<file path="config.mk">
export PLATFORM = sky130hd
export DESIGN_NAME = scan_sequencer
export DESIGN_NICKNAME = d
export VERILOG_FILES = /design/src/rtl/scan_sequencer.sv
export SDC_FILE = /design/constraint.sdc
export NUM_CORES = 1
export LEC_CHECK = 0
export CORE_MARGIN = 5
export CORE_UTILIZATION = 50
export CTS_CLUSTER_SIZE = 40
export DETAILED_ROUTE_END_ITERATION = 7
export GPL_ROUTABILITY_DRIVEN = 1
export MAX_ROUTING_LAYER = met4
export PLACE_DENSITY = 0.67
export SYNTH_ARGS = -nofsm -noshare
export SYNTH_HDL_FRONTEND = slang
export SYNTH_SLANG_ARGS = --single-unit
export TNS_END_PERCENT = 30
</file>
<file path="constraint.sdc">
create_clock -name clock50Mhz -period 5.1 [get_ports clock50Mhz]
set_clock_uncertainty 0.1 [all_clocks]
set_input_delay 1.02 -clock clock50Mhz [delete_from_list [all_inputs] [get_ports clock50Mhz]]
set_output_delay 1.02 -clock clock50Mhz [all_outputs]
set_load 0.01 [all_outputs]
</file>
<file path="src/rtl/scan_sequencer.sv">
`default_nettype none
// ============================================================================
// Module      : scan_sequencer
// Description : Multi-channel DAC threshold scan engine with a result FIFO.
// Revision    : 1.0 - initial release
// ============================================================================
module scan_sequencer #(
    parameter int         N_CH       = 10,
    parameter int         DAC_W      = 16,
    parameter int         CNT_W      = 32,
    parameter int         FIFO_DEPTH = 16,
    parameter logic [7:0] BASE_ADDR  = 8'h40
) (
    input  logic             clock50Mhz,
    input  logic             key_restart,
    input  logic [7:0]       addr,
    input  logic [7:0]       data,
    input  logic             write,
    input  logic [31:0]      data32,
    input  logic             write32,
    output logic [7:0]       data_out,
    input  logic             rd_pop,
    output logic [CNT_W-1:0] rdata32,
    output logic             rd_valid,
    output logic [DAC_W-1:0] dac_code,
    output logic             dac_start,
    input  logic             dac_done,
    input  logic             count,
    output logic [N_CH-1:0]  ch_sel,
    output logic             busy,
    output logic             done
);

    localparam int CH_W = (N_CH > 1) ? $clog2(N_CH) : 1;
    localparam int AW   = $clog2(FIFO_DEPTH);

    typedef enum logic [2:0] {
        ST_IDLE    = 3'd0,
        ST_SET_DAC = 3'd1,
        ST_SETTLE  = 3'd2,
        ST_GATE    = 3'd3,
        ST_STORE   = 3'd4
    } state_t;

    // Returns {found, index} of the lowest set bit of m at or above lo.
    function automatic logic [CH_W:0] find_from(input logic [N_CH-1:0] m,
                                                input logic [CH_W:0]   lo);
        logic [CH_W:0] r;
        r = '0;
        for (int i = N_CH - 1; i >= 0; i--) begin
            if (m[i] && (i >= int'(lo))) begin
                r = {1'b1, CH_W'(i)};
            end
        end
        return r;
    endfunction

    logic [7:0] offset;
    logic       in_win;
    logic       ctrl_wr;
    logic       start_cmd;
    logic       abort_cmd;
    logic       flush_cmd;
    logic       unused_bits;

    assign offset      = addr - BASE_ADDR;
    assign in_win      = (offset < 8'd8);
    assign ctrl_wr     = write && (addr == BASE_ADDR);
    assign start_cmd   = ctrl_wr && data[0];
    assign abort_cmd   = ctrl_wr && data[1];
    assign flush_cmd   = ctrl_wr && data[2];
    assign unused_bits = ^{data[7:3], data32};

    logic [N_CH-1:0]  cfg_mask_q;
    logic [DAC_W-1:0] cfg_start_q;
    logic [DAC_W-1:0] cfg_step_q;
    logic [31:0]      cfg_nsteps_q;
    logic [31:0]      cfg_settle_q;
    logic [31:0]      cfg_window_q;

    always_ff @(posedge clock50Mhz or negedge key_restart) begin
        if (!key_restart) begin
            cfg_mask_q   <= '0;
            cfg_start_q  <= '0;
            cfg_step_q   <= '0;
            cfg_nsteps_q <= '0;
            cfg_settle_q <= '0;
            cfg_window_q <= '0;
        end else if (write32 && in_win) begin
            case (offset[2:0])
                3'd1:    cfg_mask_q   <= data32[N_CH-1:0];
                3'd2:    cfg_start_q  <= data32[DAC_W-1:0];
                3'd3:    cfg_step_q   <= data32[DAC_W-1:0];
                3'd4:    cfg_nsteps_q <= data32;
                3'd5:    cfg_settle_q <= data32;
                3'd6:    cfg_window_q <= data32;
                default: ;
            endcase
        end
    end

    // Two-flop synchroniser followed by a registered rising-edge pulse.
    logic [2:0] sync_q;
    logic       edge_q;

    always_ff @(posedge clock50Mhz or negedge key_restart) begin
        if (!key_restart) begin
            sync_q <= '0;
            edge_q <= 1'b0;
        end else begin
            sync_q <= {sync_q[1:0], count};
            edge_q <= sync_q[1] & ~sync_q[2];
        end
    end

    state_t           state_q,     state_d;
    logic [CH_W-1:0]  ch_q,        ch_d;
    logic [31:0]      step_q,      step_d;
    logic [DAC_W-1:0] code_q,      code_d;
    logic [31:0]      timer_q,     timer_d;
    logic [CNT_W-1:0] cnt_q,       cnt_d;
    logic [N_CH-1:0]  sh_mask_q,   sh_mask_d;
    logic [DAC_W-1:0] sh_step_q,   sh_step_d;
    logic [31:0]      sh_nsteps_q, sh_nsteps_d;
    logic [31:0]      sh_settle_q, sh_settle_d;
    logic [31:0]      sh_window_q, sh_window_d;
    logic             dac_start_q, dac_start_d;
    logic             done_q,      done_d;

    logic             push_req;
    logic             can_push;
    logic             fifo_full;
    logic [CH_W:0]    nxt_ch;
    logic [CH_W:0]    first_cfg;
    logic [CH_W:0]    first_sh;
    logic [31:0]      gate_load;

    always_comb begin
        state_d     = state_q;
        ch_d        = ch_q;
        step_d      = step_q;
        code_d      = code_q;
        timer_d     = timer_q;
        cnt_d       = cnt_q;
        sh_mask_d   = sh_mask_q;
        sh_step_d   = sh_step_q;
        sh_nsteps_d = sh_nsteps_q;
        sh_settle_d = sh_settle_q;
        sh_window_d = sh_window_q;
        dac_start_d = 1'b0;
        done_d      = 1'b0;
        push_req    = 1'b0;
        nxt_ch      = find_from(sh_mask_q, {1'b0, ch_q} + 1'b1);
        first_cfg   = find_from(cfg_mask_q, '0);
        first_sh    = find_from(sh_mask_q, '0);
        gate_load   = (sh_window_q == 32'd0) ? 32'd0 : sh_window_q - 32'd1;

        if (abort_cmd) begin
            state_d = ST_IDLE;
            done_d  = 1'b1;
        end else begin
            case (state_q)
                ST_IDLE: begin
                    if (start_cmd) begin
                        sh_mask_d   = cfg_mask_q;
                        sh_step_d   = cfg_step_q;
                        sh_nsteps_d = cfg_nsteps_q;
                        sh_settle_d = cfg_settle_q;
                        sh_window_d = cfg_window_q;
                        step_d      = '0;
                        code_d      = cfg_start_q;
                        ch_d        = first_cfg[CH_W-1:0];
                        if ((cfg_mask_q == '0) || (cfg_nsteps_q == 32'd0)) begin
                            done_d = 1'b1;
                        end else begin
                            state_d     = ST_SET_DAC;
                            dac_start_d = 1'b1;
                        end
                    end
                end
                ST_SET_DAC: begin
                    if (dac_done) begin
                        if (sh_settle_q == 32'd0) begin
                            state_d = ST_GATE;
                            timer_d = gate_load;
                            cnt_d   = '0;
                        end else begin
                            state_d = ST_SETTLE;
                            timer_d = sh_settle_q - 32'd1;
                        end
                    end
                end
                ST_SETTLE: begin
                    if (timer_q == 32'd0) begin
                        state_d = ST_GATE;
                        timer_d = gate_load;
                        cnt_d   = '0;
                    end else begin
                        timer_d = timer_q - 32'd1;
                    end
                end
                ST_GATE: begin
                    if (edge_q && (cnt_q != '1)) begin
                        cnt_d = cnt_q + CNT_W'(1);
                    end
                    if (timer_q == 32'd0) begin
                        state_d = ST_STORE;
                    end else begin
                        timer_d = timer_q - 32'd1;
                    end
                end
                ST_STORE: begin
                    push_req = 1'b1;
                    if (can_push) begin
                        if (nxt_ch[CH_W]) begin
                            ch_d    = nxt_ch[CH_W-1:0];
                            state_d = ST_GATE;
                            timer_d = gate_load;
                            cnt_d   = '0;
                        end else if (step_q == sh_nsteps_q - 32'd1) begin
                            state_d = ST_IDLE;
                            done_d  = 1'b1;
                        end else begin
                            step_d      = step_q + 32'd1;
                            code_d      = code_q + sh_step_q;
                            ch_d        = first_sh[CH_W-1:0];
                            state_d     = ST_SET_DAC;
                            dac_start_d = 1'b1;
                        end
                    end
                end
                default: state_d = ST_IDLE;
            endcase
        end
    end

    always_ff @(posedge clock50Mhz or negedge key_restart) begin
        if (!key_restart) begin
            state_q     <= ST_IDLE;
            ch_q        <= '0;
            step_q      <= '0;
            code_q      <= '0;
            timer_q     <= '0;
            cnt_q       <= '0;
            sh_mask_q   <= '0;
            sh_step_q   <= '0;
            sh_nsteps_q <= '0;
            sh_settle_q <= '0;
            sh_window_q <= '0;
            dac_start_q <= 1'b0;
            done_q      <= 1'b0;
        end else begin
            state_q     <= state_d;
            ch_q        <= ch_d;
            step_q      <= step_d;
            code_q      <= code_d;
            timer_q     <= timer_d;
            cnt_q       <= cnt_d;
            sh_mask_q   <= sh_mask_d;
            sh_step_q   <= sh_step_d;
            sh_nsteps_q <= sh_nsteps_d;
            sh_settle_q <= sh_settle_d;
            sh_window_q <= sh_window_d;
            dac_start_q <= dac_start_d;
            done_q      <= done_d;
        end
    end

    // Result FIFO; pointers carry one extra bit to tell full from empty.
    logic [CNT_W-1:0] mem [FIFO_DEPTH];
    logic [AW:0]      wr_q;
    logic [AW:0]      rd_q;
    logic [AW:0]      occ;
    logic             push_ok;
    logic             pop_ok;
    logic [31:0]      occ32;
    logic [7:0]       occ_sat;

    assign occ       = wr_q - rd_q;
    assign fifo_full = (occ == (AW + 1)'(FIFO_DEPTH));
    assign rd_valid  = (occ != '0);
    assign can_push  = !fifo_full || rd_pop;
    assign push_ok   = push_req && can_push && !flush_cmd;
    assign pop_ok    = rd_pop && rd_valid && !flush_cmd;
    assign rdata32   = rd_valid ? mem[rd_q[AW-1:0]] : '0;
    assign occ32     = 32'(occ);
    assign occ_sat   = (occ32 > 32'd255) ? 8'hFF : occ32[7:0];

    always_ff @(posedge clock50Mhz or negedge key_restart) begin
        if (!key_restart) begin
            wr_q <= '0;
            rd_q <= '0;
        end else if (flush_cmd) begin
            wr_q <= '0;
            rd_q <= '0;
        end else begin
            if (push_ok) wr_q <= wr_q + 1'b1;
            if (pop_ok)  rd_q <= rd_q + 1'b1;
        end
    end

    always_ff @(posedge clock50Mhz) begin
        if (push_ok) mem[wr_q[AW-1:0]] <= cnt_q;
    end

    always_comb begin
        data_out = 8'h00;
        if (in_win) begin
            case (offset[2:0])
                3'd0:    data_out = {5'b0, fifo_full, !rd_valid, busy};
                3'd7:    data_out = occ_sat;
                default: data_out = 8'h00;
            endcase
        end
    end

    assign busy      = (state_q != ST_IDLE);
    assign done      = done_q;
    assign dac_start = dac_start_q;
    assign dac_code  = code_q;
    assign ch_sel    = (state_q == ST_GATE) ? (N_CH'(1) << ch_q) : '0;

endmodule
`default_nettype wire

</file>
==> results of run 1 <==
==> per-layer routing <==
layer	vias to the layer above	share of wire	global-route usage	wire, um
li1	11869	-	-	-
met1	13399	0.42	0.324	42900
met2	886	0.49	0.390	49900
met3	173	0.066	0.0401	6770
met4	0	0.025	0.0656	2580
met5	-	0	-	0
==> power by group through the flow <==
stage	Sequential (uW)	Combinational (uW)	Clock, uW
2_1_floorplan	8240	2810	0
3_3_place_gp	8290	4100	0
3_5_place_dp	8310	4160	0
4_1_cts	8160	4180	6830
5_1_grt	8200	4490	7140
6_report	8170	4130	6710
==> sequential cells by signal, summed over array words and instances (netlist names), 32 cells and up <==
signal        flops
cfg_settle_q     32
step_q           32
cfg_window_q     32
cfg_nsteps_q     32
mem             512
sh_settle_q      32
sh_window_q      32
sh_nsteps_q      32
timer_q          32
cnt_q            32
==> area by class of cell <==
cell class | instances | area, um2
Antenna cell | 2 | 5.00
Clock buffer | 126 | 2550
Clock inverter | 41 | 490
Fill cell | 6334 | 34200
Inverter | 51 | 191
Multi-Input combinational cell | 2023 | 14900
Sequential cell | 907 | 25300
Tap cell | 1060 | 1330
Timing Repair Buffer | 185 | 1880
==> placed cells by master, fill, tap and decap left out, types with 8 or more instances in the layout <==
master,Yosys,routed
sky130_fd_sc_hd__a211oi_1,19,19
sky130_fd_sc_hd__a21o_1,10,10
sky130_fd_sc_hd__a21oi_1,85,85
sky130_fd_sc_hd__a22o_1,9,9
sky130_fd_sc_hd__a31oi_1,16,16
sky130_fd_sc_hd__and2_1,31,15
sky130_fd_sc_hd__and2_2,0,16
sky130_fd_sc_hd__and3_1,14,14
sky130_fd_sc_hd__buf_12,0,14
sky130_fd_sc_hd__buf_4,3,54
sky130_fd_sc_hd__clkbuf_1,120,22
sky130_fd_sc_hd__clkbuf_16,0,92
sky130_fd_sc_hd__clkbuf_8,0,12
sky130_fd_sc_hd__clkdlybuf4s50_1,0,115
sky130_fd_sc_hd__clkinv_2,0,20
sky130_fd_sc_hd__dfrtp_1,395,392
sky130_fd_sc_hd__edfxtp_1,512,512
sky130_fd_sc_hd__ha_1,35,35
sky130_fd_sc_hd__inv_1,50,50
sky130_fd_sc_hd__mux2_2,142,142
sky130_fd_sc_hd__mux2i_1,10,10
sky130_fd_sc_hd__mux4_2,160,160
sky130_fd_sc_hd__nand2_1,484,484
sky130_fd_sc_hd__nand2b_1,14,14
sky130_fd_sc_hd__nand3_1,56,56
sky130_fd_sc_hd__nand4_1,39,39
sky130_fd_sc_hd__nand4b_1,8,8
sky130_fd_sc_hd__nor2_1,203,201
sky130_fd_sc_hd__nor2b_1,48,48
sky130_fd_sc_hd__nor3_1,82,79
sky130_fd_sc_hd__nor4_1,70,69
sky130_fd_sc_hd__o211ai_1,8,8
sky130_fd_sc_hd__o21ai_0,136,136
sky130_fd_sc_hd__o22ai_1,12,12
sky130_fd_sc_hd__or3_1,27,27
sky130_fd_sc_hd__or4_1,22,22
sky130_fd_sc_hd__xnor2_1,92,92
sky130_fd_sc_hd__xor2_1,60,60
==> path summary, 6_finish.rpt <==
kind / endpoint / slack (ps) / cells past startpoint
setup / recovery: rdata32[0] / 260 / 5
hold / removal: sync_q[1] / 270 / 0
setup reg to reg: mem[4][19] / 700 / 13
hold reg to reg: sync_q[1] / 270 / 0
max in group asynchronous: timer_q[4] / 3490 / 2
min in group asynchronous: cfg_step_q[2] / 350 / 1
==> logic make-up after synthesis <==
group           share of synthesized area
compound gates                     0.0560
xor+xnor                           0.0325
fa+ha+maj                          0.0117
buf+inv                            0.0193
flops                               0.618
mux                                 0.130
other cells                     0.0000917
simple gates                        0.133
==> synth_stat cells, drive strengths merged, types with 48 or more instances <==
library cell and count:
a21oi 85, clkbuf 121, dfrtp 395, edfxtp 512, inv 51, mux2 142, mux4 160, nand2 484
nand3 56, nor2 203, nor2b 48, nor3 82, nor4 73, o21ai 137, xnor2 92, xor2 60
==> metrics by stage <==
stage                     setup WS, ps  utilization  hold WS, ps  power (uW)  instance area, um2
after floorplan                    637            -          231       11000               40900
after global placement             364        0.539          243       12400               43600
after detailed placement           264        0.539          260       12500               43600
after CTS                         36.6        0.577          276       19200               46600
after global routing              10.8        0.577          293       19800               46600
final                              263        0.577          272       19000               46600
==> timing repair <==
| item | 4_1_cts | 5_1_grt |
|---|---|---|
| setup endpoints to repair | 0 | 24 |
| endpoints found under the hold margin | 0 | 0 |
| gates resized for setup | 0 | 2 |
==> reports/summary.log, run 1 <==
[power_and_ir_drop] Pwr per Cell Area 408 mW/mm2
[power_and_ir_drop] Clk network pwr share 0.353
[critical_path] launching point of the worst reg2reg path wr_q[0]
[floorplanning] placeable core area 0.0808 mm2
[route] initial detailed-routing violation count 2,236
[critical_path] CP max stage cell sky130_fd_sc_hd__buf_16
[cts] clock buffer depth 3
[cts] CTS Buf Count 92
[grt] All-Layer GR Usage 0.241
[route] Wirelength per Cell 23.3 um
[power_and_ir_drop] fraction of power spent switching nets 0.282
[power_and_ir_drop] leakage power 0.0189 uW
[cts] root buffer cell sky130_fd_sc_hd__clkbuf_16
[synthesis] synthesized netlist cell count 3,130
[grt] via count of the first global-routing pass 26,644
[sta] max_slew headroom 0.276
[floorplanning] starting density of the core 0.506
[layout] Layout Nets 3,352
[synthesis] predominant post-synthesis flop cell sky130_fd_sc_hd__edfxtp_1
[synthesis] synthesized flop and latch total 907
[synthesis] fraction of synthesized cell area taken by the top area cell type 0.376
[hold_path] startpoint of the lowest-slack hold path sync_q[0]
[cts] number of levels the H-tree was split into 3
[placed_design] gp weighted congestion 0.922
[floorplanning] top-level port count 125
[sta] min cycle time layout 4840 ps
[synthesis] Yosys Warn Count 0
[hold_path] class of the worst hold path register to register
[synthesis] async set-reset flop share out of synthesis 0.436
[critical_path] origin of the worst setup path rd_q[0]
[cts] clock tree from TritonCTS yes
[layout] share of final-layout standard cells stronger than drive strength 1 0.169
[cts] clock sink total 907
[sta] RSZ-0062 raised after global routing false
[sta] timing-limited maximum frequency 207 MHz
[synthesis] average cell area after synthesis 13.1 um2
[cts] Post-CTS Hold Buffers 0
[critical_path] CP Buf/Inv Count 2
[floorplanning] Die Area 0.0876 mm2
[sta] setup total negative slack 0 ps
[placed_design] post-detail-place hpwl 64,500 um
[power_and_ir_drop] Sequential Power Share 0.430
[critical_path] crit-path max cell delay 720 ps
[sta] transition time at the pin with the least slew margin 1080 ps
[power_and_ir_drop] reported net switching power 5370 uW
[grt] initial antenna violation count 4
[placed_design] dpl cells 4,226
[critical_path] cell chain of the critical path buf_16 > mux4_2 > mux4_2 > nor2b_1 > clkdlybuf4s50_1
[cts] clock latency on the worst-skew pair 680 ps
[critical_path] class of the most critical setup path register to output port
[route] final wirelength 102,000 um
[sta] Slew Limit Fails 0
[grt] pin count of the biggest net entering global routing 132
[route] Pre-Repair DR Iteration Count 7
[critical_path] crit-path max FO 131
[floorplanning] Horiz. Die Dim 296 um
[critical_path] endpoint class of the critical path output port
[outcome] run status finished clean
[sta] Setup Viol. Count Final 0
[layout] final std cells w/o fill 4,395
[critical_path] cell with the most instances on the worst path sky130_fd_sc_hd__mux4_2
[critical_path] crit path launch type register
[grt] aggregate global routing overflow 0
[power_and_ir_drop] Peak VDD IR 0.541 mV
[floorplanning] Site Rows 104
[route] Routed Antenna Nets 0
[critical_path] required time of the critical path 3980 ps
[route] vias per std cell 5.99
[critical_path] largest delay contributor family on the critical path multiplexers
[synthesis] largest cells by area after synthesis sky130_fd_sc_hd__edfxtp_1 38%, sky130_fd_sc_hd__dfrtp_1 24%, sky130_fd_sc_hd__mux4_2 8.8%
[synthesis] top cell type by total area after synthesis sky130_fd_sc_hd__edfxtp_1
[synthesis] count of different cell masters after synthesis 82
[synthesis] part of the Yosys area used for sequential elements 0.618
[route] drc violations 0
[grt] first-pass GRT wire length 158,000 um
[sta] Tcrit/Tclk final 0.949
[synthesis] Netlist Area Pre-Place 0.0409 mm2
[placed_design] Port-buffer cells 116
[layout] layout-stage area growth over the synthesis result 14.0%
[sta] final hold viol count 0
[cts] clock-pin slew of the registers on the worst-case setup and hold paths 60 ps
[power_and_ir_drop] Combinational Power Share 0.217
[run] max-capacitance violation count 0
[critical_path] Data arrival, critical path 3720 ps
[route] via total after detailed routing 26,327
[floorplanning] die extent in y 296 um
[synthesis] number of enable-type register cells in the synthesized netlist 512
[cts] number of buffers added for setup after CTS 0
[power_and_ir_drop] internal power 13,600 uW
(Power assumes the default switching activity.)
==> run 2, diff against run 1 <==
--- a/config.mk
+++ b/config.mk
@@ -6,12 +6,11 @@
 export NUM_CORES = 1
 export LEC_CHECK = 0
 export CORE_MARGIN = 5
-export CORE_UTILIZATION = 50
+export CORE_UTILIZATION = 40
 export CTS_CLUSTER_SIZE = 40
 export DETAILED_ROUTE_END_ITERATION = 7
 export GPL_ROUTABILITY_DRIVEN = 1
 export MAX_ROUTING_LAYER = met4
-export PLACE_DENSITY = 0.67
 export SYNTH_ARGS = -nofsm -noshare
 export SYNTH_HDL_FRONTEND = slang
 export SYNTH_SLANG_ARGS = --single-unit
==> reports/summary.log, run 2 (synthesis results as in run 1) <==
[route] final wirelength 102,000 um
[critical_path] crit-path max FO 21
[critical_path] CP Buf/Inv Count 4
[layout] most frequent cells in the layout 512 x sky130_fd_sc_hd__edfxtp_1, 484 x sky130_fd_sc_hd__nand2_1, 392 x sky130_fd_sc_hd__dfrtp_1
[floorplanning] Horiz. Die Dim 330 um
[route] via total after detailed routing 25,866
[placed_design] dpl cells 4,533
[sta] transition time at the pin with the least slew margin 1010 ps
[layout] share of final-layout standard cells stronger than drive strength 1 0.167
[outcome] run status finished clean
[layout] final std cells w/o fill 4,701
[placed_design] post-detail-place hpwl 63,600 um
[cts] clock sink total 907
[layout] final instance area 0.0470 mm2
[layout] layout-stage area growth over the synthesis result 15.0%
[floorplanning] placeable core area 0.102 mm2
[route] vias per std cell 5.50
[route] Pre-Repair DR Iteration Count 7
[placed_design] Port-buffer cells 116
[sta] Slew Limit Fails 0
[critical_path] crit-path max cell delay 490 ps
[layout] flip-flop count of the largest register, all copies and words added 512
[grt] via count of the first global-routing pass 25,837
[grt] pin count of the biggest net entering global routing 132
[critical_path] class of the most critical setup path register to output port
[grt] All-Layer GR Usage 0.194
[critical_path] CP max stage cell sky130_fd_sc_hd__clkdlybuf4s50_1
[sta] final hold viol count 0
[sta] Tcrit/Tclk final 0.956
[layout] post-layout utilization of the core 0.462
[sta] Setup Viol. Count Final 0
[critical_path] Data arrival, critical path 3750 ps
[route] Wirelength per Cell 21.8 um
[floorplanning] starting density of the core 0.402
[sta] RSZ-0062 raised after global routing false
[route] initial detailed-routing violation count 2,020
[cts] CTS Buf Count 93
[layout] leading cell type in the layout, fill and taps excluded sky130_fd_sc_hd__edfxtp_1
[grt] first-pass GRT wire length 158,000 um
[cts] clock tree from TritonCTS yes
[cts] root buffer cell sky130_fd_sc_hd__clkbuf_16
[hold_path] class of the worst hold path register to register
[grt] initial antenna violation count 3
[grt] aggregate global routing overflow 0
[floorplanning] Site Rows 117
[route] Routed Antenna Nets 0
[floorplanning] top-level port count 125
[cts] clock-pin slew of the registers on the worst-case setup and hold paths 60 ps
[route] drc violations 0
[sta] min cycle time layout 4870 ps
[critical_path] endpoint class of the critical path output port
[critical_path] required time of the critical path 3980 ps
[floorplanning] die extent in y 330 um
[placed_design] post-placement cell area 0.0440 mm2
[cts] clock latency on the worst-skew pair 670 ps
[cts] number of levels the H-tree was split into 3
[critical_path] crit path launch type register
[power_and_ir_drop] Peak VDD IR 0.398 mV
[critical_path] cell chain of the critical path inv_1 > ha_1 > inv_1 > fa_1 > xor2_1 > nor3_1 > o21a_1 > and2_4 > buf_6 > nor2b_1 > clkdlybuf4s50_1
[floorplanning] Die Area 0.109 mm2
[sta] timing-limited maximum frequency 205 MHz
[critical_path] largest delay contributor family on the critical path buffers and inverters
[placed_design] gp weighted congestion 0.873
[layout] Layout Nets 3,352
[run] max-capacitance violation count 0
[power_and_ir_drop] Pwr per Cell Area 404 mW/mm2
[sta] setup total negative slack 0 ps
[cts] clock buffer depth 3
[critical_path] worst setup slack for register-to-register paths 630 ps
[critical_path] cell with the most instances on the worst path sky130_fd_sc_hd__inv_1
[power_and_ir_drop] leakage power 0.0188 uW
[sta] max_slew headroom 0.321
[run 2: cell types whose count changed in the layout (fill, tap and decap cells not counted), sizes merged]
cell      delta
bufinv       -1
clkbuf       +2
clkinv       -9
clkinvlp     +5
buf          -1
diode        +1
inv          +1
[run 2: what timing repair did]
action	4_1_cts	5_1_grt
endpoints found under the hold margin	0	0
setup buffers	0	0
gates cloned	0	0
hold buffers	0	0
gates resized for setup	1	1
endpoints found under the setup margin	21	21
[run 2: final cells by class]
| class | count | area, um2 |
|---|---|---|
| clock buffers | 128 | 2570 |
| diodes | 3 | 7.51 |
| flip-flops and latches | 907 | 25300 |
| clock inverters | 37 | 409 |
| fillers | 9045 | 54700 |
| inverters | 51 | 191 |
| multi-input cells | 2023 | 14900 |
| repair buffers | 184 | 1930 |
| well taps | 1368 | 1710 |
[run 2: path summary, 6_finish.rpt]
check / cells after the start / start / endpoint
setup / recovery: 11 / wr_q[0] / rdata32[21]
max in group asynchronous: 2 / key_restart / dac_code[3]
min in group asynchronous: 1 / key_restart / sh_window_q[21]
setup reg to reg: 12 / sh_nsteps_q[0] / dac_code[11]
hold / removal: 0 / sync_q[0] / sync_q[1]
hold reg to reg: 0 / sync_q[0] / sync_q[1]
[run 2: report_power, final]
group          internal (uW)  switching [uW]
logic                   1860            2300
registers               7950             234
clock network           3790            2860
[run 2: per-stage QoR]
step,hold WS [ps],setup slack (ps),total power (uW)
global placement,235,565,12500
CTS,247,85.3,19200
detailed placement,250,496,12500
finish,240,225,19000
floorplan,231,637,11000
global route,256,15.1,19900
[run 2: metal layers]
metal,GRT usage,share of wire,vias to the layer above
li1,-,-,11899
met1,0.266,0.44,13102
met2,0.302,0.47,707
met3,0.0340,0.060,158
met4,0.0528,0.026,0
met5,-,0,-
